[src/rtl/learn_score_ctrl.sv]
// Learn-mode session controller: requests notes, judges the player's keys over a
// fixed window per note, counts hits, grades the session and keeps per-user bests.
module learn_score_ctrl #(
    parameter int         NOTE_WIN   = 50_000_000,
    parameter int         HIT_MIN    = 25_000_000,
    parameter int         SONG_LEN   = 32,
    parameter logic [1:0] LEARN_CODE = 2'b10
) (
    input  logic       clk,
    input  logic       rst,
    input  logic [1:0] state,
    input  logic [1:0] WhichUser,
    input  logic       start,
    input  logic [9:0] NOTE,
    input  logic       note_valid,
    input  logic [9:0] store,
    output logic       note_req,
    output logic       busy,
    output logic       done,
    output logic [5:0] hits,
    output logic [2:0] grade,
    output logic [5:0] best
);

    localparam int CW = $clog2(NOTE_WIN + 1);
    localparam logic [CW-1:0] WIN_LAST  = CW'(NOTE_WIN - 1);
    localparam logic [CW-1:0] WIN_FULL  = CW'(NOTE_WIN);
    localparam logic [CW-1:0] HIT_THR   = CW'(HIT_MIN);
    localparam logic [5:0]    SONG_LAST = 6'(SONG_LEN - 1);
    localparam logic [9:0]    LEN10     = 10'(SONG_LEN);

    localparam logic [2:0] S_IDLE   = 3'd0;
    localparam logic [2:0] S_REQ    = 3'd1;
    localparam logic [2:0] S_WAIT   = 3'd2;
    localparam logic [2:0] S_JUDGE  = 3'd3;
    localparam logic [2:0] S_NEXT   = 3'd4;
    localparam logic [2:0] S_FINISH = 3'd5;

    localparam logic [2:0] G_S = 3'd0;
    localparam logic [2:0] G_A = 3'd1;
    localparam logic [2:0] G_B = 3'd2;
    localparam logic [2:0] G_C = 3'd3;
    localparam logic [2:0] G_D = 3'd4;
    localparam logic [2:0] G_F = 3'd5;

    logic [2:0]    st, st_nxt;
    logic [1:0]    cur_user;
    logic [9:0]    exp_note;
    logic [CW-1:0] win_cnt, match_cnt;
    logic [5:0]    idx;
    logic [5:0]    best_a, best_b, best_c;
    logic [5:0]    cur_best;
    logic [2:0]    grade_calc;
    logic [9:0]    h10;
    logic          learn, accept;

    assign learn  = (state == LEARN_CODE);
    assign accept = (st == S_IDLE) && (st_nxt == S_REQ);

    always_comb begin
        st_nxt = st;
        case (st)
            S_IDLE:   if (start && learn && (WhichUser != 2'b00)) st_nxt = S_REQ;
            S_REQ:    st_nxt = S_WAIT;
            S_WAIT:   if (note_valid) st_nxt = S_JUDGE;
            S_JUDGE:  if (win_cnt == WIN_LAST) st_nxt = S_NEXT;
            S_NEXT:   st_nxt = (idx == SONG_LAST) ? S_FINISH : S_REQ;
            S_FINISH: st_nxt = S_IDLE;
            default:  st_nxt = S_IDLE;
        endcase
        // leaving learn mode abandons the session from any active state
        if (st != S_IDLE && !learn) st_nxt = S_IDLE;
    end

    // 10-bit products: 8*63 = 504 and 7*63 = 441 both fit
    always_comb begin
        h10 = {4'b0, hits};
        if (h10 == LEN10)                       grade_calc = G_S;
        else if ((h10 << 3) >= (LEN10 * 10'd7)) grade_calc = G_A;
        else if ((h10 << 2) >= (LEN10 * 10'd3)) grade_calc = G_B;
        else if ((h10 << 1) >= LEN10)           grade_calc = G_C;
        else if ((h10 << 2) >= LEN10)           grade_calc = G_D;
        else                                    grade_calc = G_F;
    end

    always_comb begin
        case (cur_user)
            2'b01:   cur_best = best_a;
            2'b10:   cur_best = best_b;
            2'b11:   cur_best = best_c;
            default: cur_best = 6'd0;
        endcase
    end

    always_ff @(posedge clk or negedge rst) begin
        if (!rst) begin
            st        <= S_IDLE;
            cur_user  <= 2'b00;
            exp_note  <= 10'd0;
            win_cnt   <= '0;
            match_cnt <= '0;
            idx       <= 6'd0;
            hits      <= 6'd0;
            grade     <= G_F;
            best_a    <= 6'd0;
            best_b    <= 6'd0;
            best_c    <= 6'd0;
        end else begin
            st <= st_nxt;
            case (st)
                S_IDLE: if (accept) begin
                    cur_user <= WhichUser;
                    hits     <= 6'd0;
                    idx      <= 6'd0;
                end
                S_WAIT: if (note_valid) begin
                    exp_note  <= NOTE;
                    win_cnt   <= '0;
                    match_cnt <= '0;
                end
                S_JUDGE: begin
                    win_cnt <= win_cnt + 1'b1;
                    if (store == exp_note && match_cnt != WIN_FULL)
                        match_cnt <= match_cnt + 1'b1;
                end
                S_NEXT: if (learn) begin
                    if (match_cnt >= HIT_THR && hits != 6'd63) hits <= hits + 6'd1;
                    idx <= idx + 6'd1;
                end
                S_FINISH: if (learn) begin
                    grade <= grade_calc;
                    if (hits > cur_best) begin
                        case (cur_user)
                            2'b01:   best_a <= hits;
                            2'b10:   best_b <= hits;
                            2'b11:   best_c <= hits;
                            default: ;
                        endcase
                    end
                end
                default: ;
            endcase
        end
    end

    assign note_req = (st == S_REQ) && learn;
    assign busy     = (st != S_IDLE);
    assign done     = (st == S_FINISH) && learn;

    always_comb begin
        case (WhichUser)
            2'b01:   best = best_a;
            2'b10:   best = best_b;
            2'b11:   best = best_c;
            default: best = 6'd0;
        endcase
    end

endmodule

[config.mk]
export PLATFORM = sky130hd
export DESIGN_NAME = learn_score_ctrl
export DESIGN_NICKNAME = d
export VERILOG_FILES = /design/src/rtl/learn_score_ctrl.sv
export SDC_FILE = /design/constraint.sdc
export NUM_CORES = 1
export LEC_CHECK = 0
export CORE_MARGIN = 10
export CORE_UTILIZATION = 30
export DETAILED_ROUTE_END_ITERATION = 16
export SLEW_MARGIN = 15
export SYNTH_ARGS = -nofsm -noshare
export SYNTH_HDL_FRONTEND = slang
export SYNTH_SLANG_ARGS = --single-unit
[constraint.sdc]
create_clock -name clk -period 5.51 [get_ports clk]
set_input_delay 1.102 -clock clk [delete_from_list [all_inputs] [get_ports clk]]
set_output_delay 1.102 -clock clk [all_outputs]
set_load 0.02 [all_outputs]
==> flow_results.xml <==
<?xml version="1.0" encoding="UTF-8"?>
<metrics>
  <group name="run_status">
    <metric name="outcome" unit="">complete, no violations</metric>
  </group>
  <group name="placed_design">
    <metric name="routabilityCongestion" unit="">0.833</metric>
    <metric name="port_buffers" unit="">45</metric>
    <metric name="placed_cell_area" unit="sq mm">0.00619</metric>
    <metric name="dpl.hpwl" unit="mm">9.62</metric>
  </group>
  <group name="critical_path">
    <metric name="worstSetupEndpointType" unit="">output port</metric>
    <metric name="critical_path.max_stage_delay" unit="ps">680</metric>
    <metric name="worstPathBufferInverterCount" unit="">2</metric>
    <metric name="cp_cell_sequence" unit="">clkdlybuf4s50_1 &gt; nor2b_1 &gt; a22o_1 &gt; clkdlybuf4s50_1</metric>
    <metric name="critical_path_required" unit="ps">4410</metric>
    <metric name="cpLargestDelayFamily" unit="">buffers and inverters</metric>
    <metric name="worst-endpoint-arrival" unit="ps">3060</metric>
    <metric name="worstSetupPathType" unit="">in2out</metric>
    <metric name="crit_fanout" unit="">9</metric>
    <metric name="crit_path_top_delay_cell" unit="">clkdlybuf4s50_1</metric>
    <metric name="critPathMostFrequentCell" unit="">clkdlybuf4s50_1</metric>
    <metric name="cp-start-kind" unit="">input port</metric>
  </group>
  <group name="synthesis">
    <metric name="yosys_most_used_dff" unit="">dfrtp_1</metric>
    <metric name="synth_edf_count" unit="">0</metric>
    <metric name="ys_warn_count" unit="">0</metric>
    <metric name="yosysTopAreaCell" unit="">dfrtp_1</metric>
    <metric name="post_synthesis_instance_area" unit="sq mm">0.00557</metric>
    <metric name="synth_sequential_area_ratio" unit="">0.450</metric>
    <metric name="post_synth_cell_types" unit="">61</metric>
    <metric name="synth_cells" unit="">577</metric>
    <metric name="yosys_register_bits" unit="">100</metric>
    <metric name="synth.top_cell.area_share" unit="">0.441</metric>
    <metric name="ys_async_sr_fraction" unit="">1.00</metric>
    <metric name="synthesis.area_per_instance" unit="sq um">9.65</metric>
    <metric name="synth.net_count" unit="">617</metric>
    <metric name="synth_top_cells_by_area" unit="">dfrtp_1 44%, mux2_2 6.7%, nand2_1 5.3%</metric>
  </group>
  <group name="global_routing">
    <metric name="grtUsageMet3" unit="">0.0331</metric>
    <metric name="first_global_vias" unit="">4706</metric>
    <metric name="met2_usage" unit="">0.177</metric>
    <metric name="grt_first_pass_wirelength" unit="mm">23.8</metric>
    <metric name="largest_net_degree_at_the_start_of_global_routing" unit="">65</metric>
    <metric name="initial_antenna_violation_count" unit="">0</metric>
    <metric name="globalRouteOverflowTotal" unit="">0</metric>
    <metric name="grtUsageTotal" unit="">0.117</metric>
    <metric name="busiest_layer" unit="">met2</metric>
    <metric name="gr-usage-met1" unit="">0.158</metric>
  </group>
  <group name="sta">
    <metric name="final.setup.tns" unit="ps">0</metric>
    <metric name="max_slew_margin" unit="">0.248</metric>
    <metric name="finalMaxSlewViolations" unit="">0</metric>
    <metric name="report.final.hold_viol_count" unit="">0</metric>
    <metric name="hold-worst-slack" unit="ps">474</metric>
    <metric name="post-route-min-period" unit="ps">4160</metric>
    <metric name="max_freq" unit="MHz">241</metric>
    <metric name="post-route-period-util" unit="">0.754</metric>
    <metric name="timing.clock.skew" unit="ps">5.10</metric>
    <metric name="setup_repair_after_global_routing_missed_its_margin" unit="">no</metric>
    <metric name="setup_violations" unit="">0</metric>
    <metric name="worstMarginPinSlew" unit="ps">1110</metric>
  </group>
  <group name="clock_network">
    <metric name="cts_sinks" unit="">100</metric>
    <metric name="cts.root.buffer_cell" unit="">clkbuf_16</metric>
    <metric name="cts-buffers-inserted" unit="">9</metric>
    <metric name="clock_tree.htree_level_count" unit="">3</metric>
    <metric name="post_cts_hold_buffer_count" unit="">0</metric>
    <metric name="postCtsSetupBuffers" unit="">0</metric>
    <metric name="tritoncts" unit="">yes</metric>
    <metric name="clk_latency" unit="ps">360</metric>
    <metric name="path_clk_slew" unit="ps">70</metric>
    <metric name="max-clock-path-buffers" unit="">2</metric>
    <metric name="postCtsResizedCells" unit="">0</metric>
  </group>
  <group name="power_and_ir_drop">
    <metric name="switching_share" unit="">0.283</metric>
    <metric name="power.share.clock" unit="">0.362</metric>
    <metric name="vdd_ir_drop_max" unit="mV">0.144</metric>
    <metric name="p_per_area" unit="mW/mm^2">261</metric>
    <metric name="cell_internal_pwr" unit="uW">1210</metric>
    <metric name="combinational_power_share" unit="">0.109</metric>
    <metric name="p_switching" unit="uW">478</metric>
    <metric name="static_leakage" unit="uW">0.00274</metric>
    <metric name="post-layout-total-power" unit="uW">1690</metric>
    <metric name="power_share_of_the_sequential_group" unit="">0.529</metric>
  </group>
  <group name="layout">
    <metric name="num-fill-cells" unit="">1785</metric>
    <metric name="drive_gt1_frac" unit="">0.121</metric>
    <metric name="final_nets" unit="">648</metric>
    <metric name="final_non_filler_cell_area" unit="sq mm">0.00647</metric>
    <metric name="num_antenna_cells" unit="">0</metric>
    <metric name="synthToLayoutAreaGrowth" unit="%">16.2</metric>
    <metric name="post-route-util" unit="">0.358</metric>
  </group>
  <group name="floorplan">
    <metric name="row_count" unit="">49</metric>
    <metric name="floorplan.initialDensity" unit="">0.308</metric>
    <metric name="dieHeight" unit="microns">156</metric>
    <metric name="die_x" unit="microns">156</metric>
    <metric name="io_pins" unit="">46</metric>
    <metric name="core_area" unit="sq mm">0.0181</metric>
    <metric name="die_area" unit="sq mm">0.0244</metric>
  </group>
  <group name="routing">
    <metric name="vias_per_cell" unit="">5.48</metric>
    <metric name="wirelength" unit="mm">13.7</metric>
    <metric name="detail_route.drc_violations" unit="">0</metric>
    <metric name="wl_per_cell" unit="microns">16.2</metric>
    <metric name="drtAntennaViolNets" unit="">0</metric>
    <metric name="vias" unit="">4614</metric>
    <metric name="drt_pre_antenna_iters" unit="">4</metric>
    <metric name="detailedRoute.firstIterationViolations" unit="">332</metric>
  </group>
  <group name="worst_hold_path">
    <metric name="hold_class" unit="">reg2reg</metric>
  </group>
  <group name="run">
    <metric name="cap_violations" unit="">0</metric>
  </group>
</metrics>
==> registers in the layout (all words and copies together), names as in the netlist, 6 cells and up <==
register and cells:
best_a 6, best_b 6, best_c 6, exp_note 10, hits 6, idx 6, match_cnt 26, win_cnt 26
==> final timing paths <==
kind                       cells past startpoint                    start                 endpoint  slack (ps)
min in group asynchronous                      1                      rst   win_cnt[0]$_DFFE_PN0P_         840
min                                            2     grade[2]$_DFFE_PN1P_     grade[2]$_DFFE_PN1P_         470
max reg2reg                                    7  cur_user[1]$_DFFE_PN0P_    best_a[5]$_DFFE_PN0P_        1980
max                                            4             WhichUser[1]                  best[1]        1350
min reg2reg                                    2     grade[2]$_DFFE_PN1P_     grade[2]$_DFFE_PN1P_         470
max in group asynchronous                      2                      rst  exp_note[2]$_DFFE_PN0P_        3670
==> layout by cell type (no fill, tap or decap), drive strengths merged, types with 4 or more instances in the layout <==
cell,count
or3,7
xor2,10
a21oi,21
nand4,17
or4,12
a22o,9
nand2b,7
nand3b,4
inv,13
mux2,33
nand3,39
nor2b,4
nor4,7
a31oi,7
nand2,79
nor3,9
o211ai,10
and3,12
ha,12
nor2,23
mux2i,10
o31ai,20
clkbuf,10
clkdlybuf4s50,44
dfrtp,98
buf,5
o21ai,41
a22oi,5
==> Yosys cell counts (all sizes together) (4+ instances only) <==
master / count
nand2: 79
a22oi: 5
o21ai: 41
a22o: 9
dfrtp: 98
ha: 12
a31oi: 7
nor2b: 4
mux2i: 10
nor2: 23
o211ai: 10
o31ai: 20
xor2: 10
a21oi: 21
nand4: 17
nand3: 39
nand3b: 4
and3: 12
buf: 7
mux2: 33
inv: 12
nor4: 7
or3: 7
nor3: 9
nand2b: 7
or4: 12
clkbuf: 22
==> layout make-up <==
class                           instances  area, sq um  share of cell area
Sequential cell                       100         2500               0.387
Multi-Input combinational cell        436         2880               0.445
Clock buffer                           10          239              0.0369
Timing Repair Buffer                   49          478              0.0739
Clock inverter                          6         38.8             0.00600
Tap cell                              229          287              0.0443
Inverter                               12         45.0             0.00696
==> routing by layer <==
metal  vias up  wire (microns)  part of all wire
met5         -               0                 0
met4         0             177             0.013
met3        16             776             0.057
met2        89            6150              0.45
met1      2292            6560              0.48
li1       2217               -                 -
==> kinds of logic after synthesis <==
group,Yosys count,share of synthesized area
fa+ha+maj,12,0.0270
mux,43,0.0848
compound gates,134,0.162
buf+inv,41,0.0330
simple gates,236,0.225
xor+xnor,11,0.0173
flops,100,0.450
==> power groups by stage <==
stage	Sequential, uW	Combinational (uW)	Clock, uW
floorplan	875	133	0
global placement	901	178	0
detailed placement	904	189	0
CTS	892	189	627
global route	905	218	659
finish	894	185	611
==> tightest hold or removal path, stage by stage, from the launching register on <==
cell	delay (ps)
dfstp_2	370
nand2_1	50
o31ai_1	60
==> per-stage QoR <==
stage	instances	worst slack, ps
4_1_cts	842	1310
5_1_grt	842	1200
2_1_floorplan	577	2310
3_3_place_gp	826	1380
3_5_place_dp	826	1330
6_report	842	1350
(Power assumes the default switching activity.)
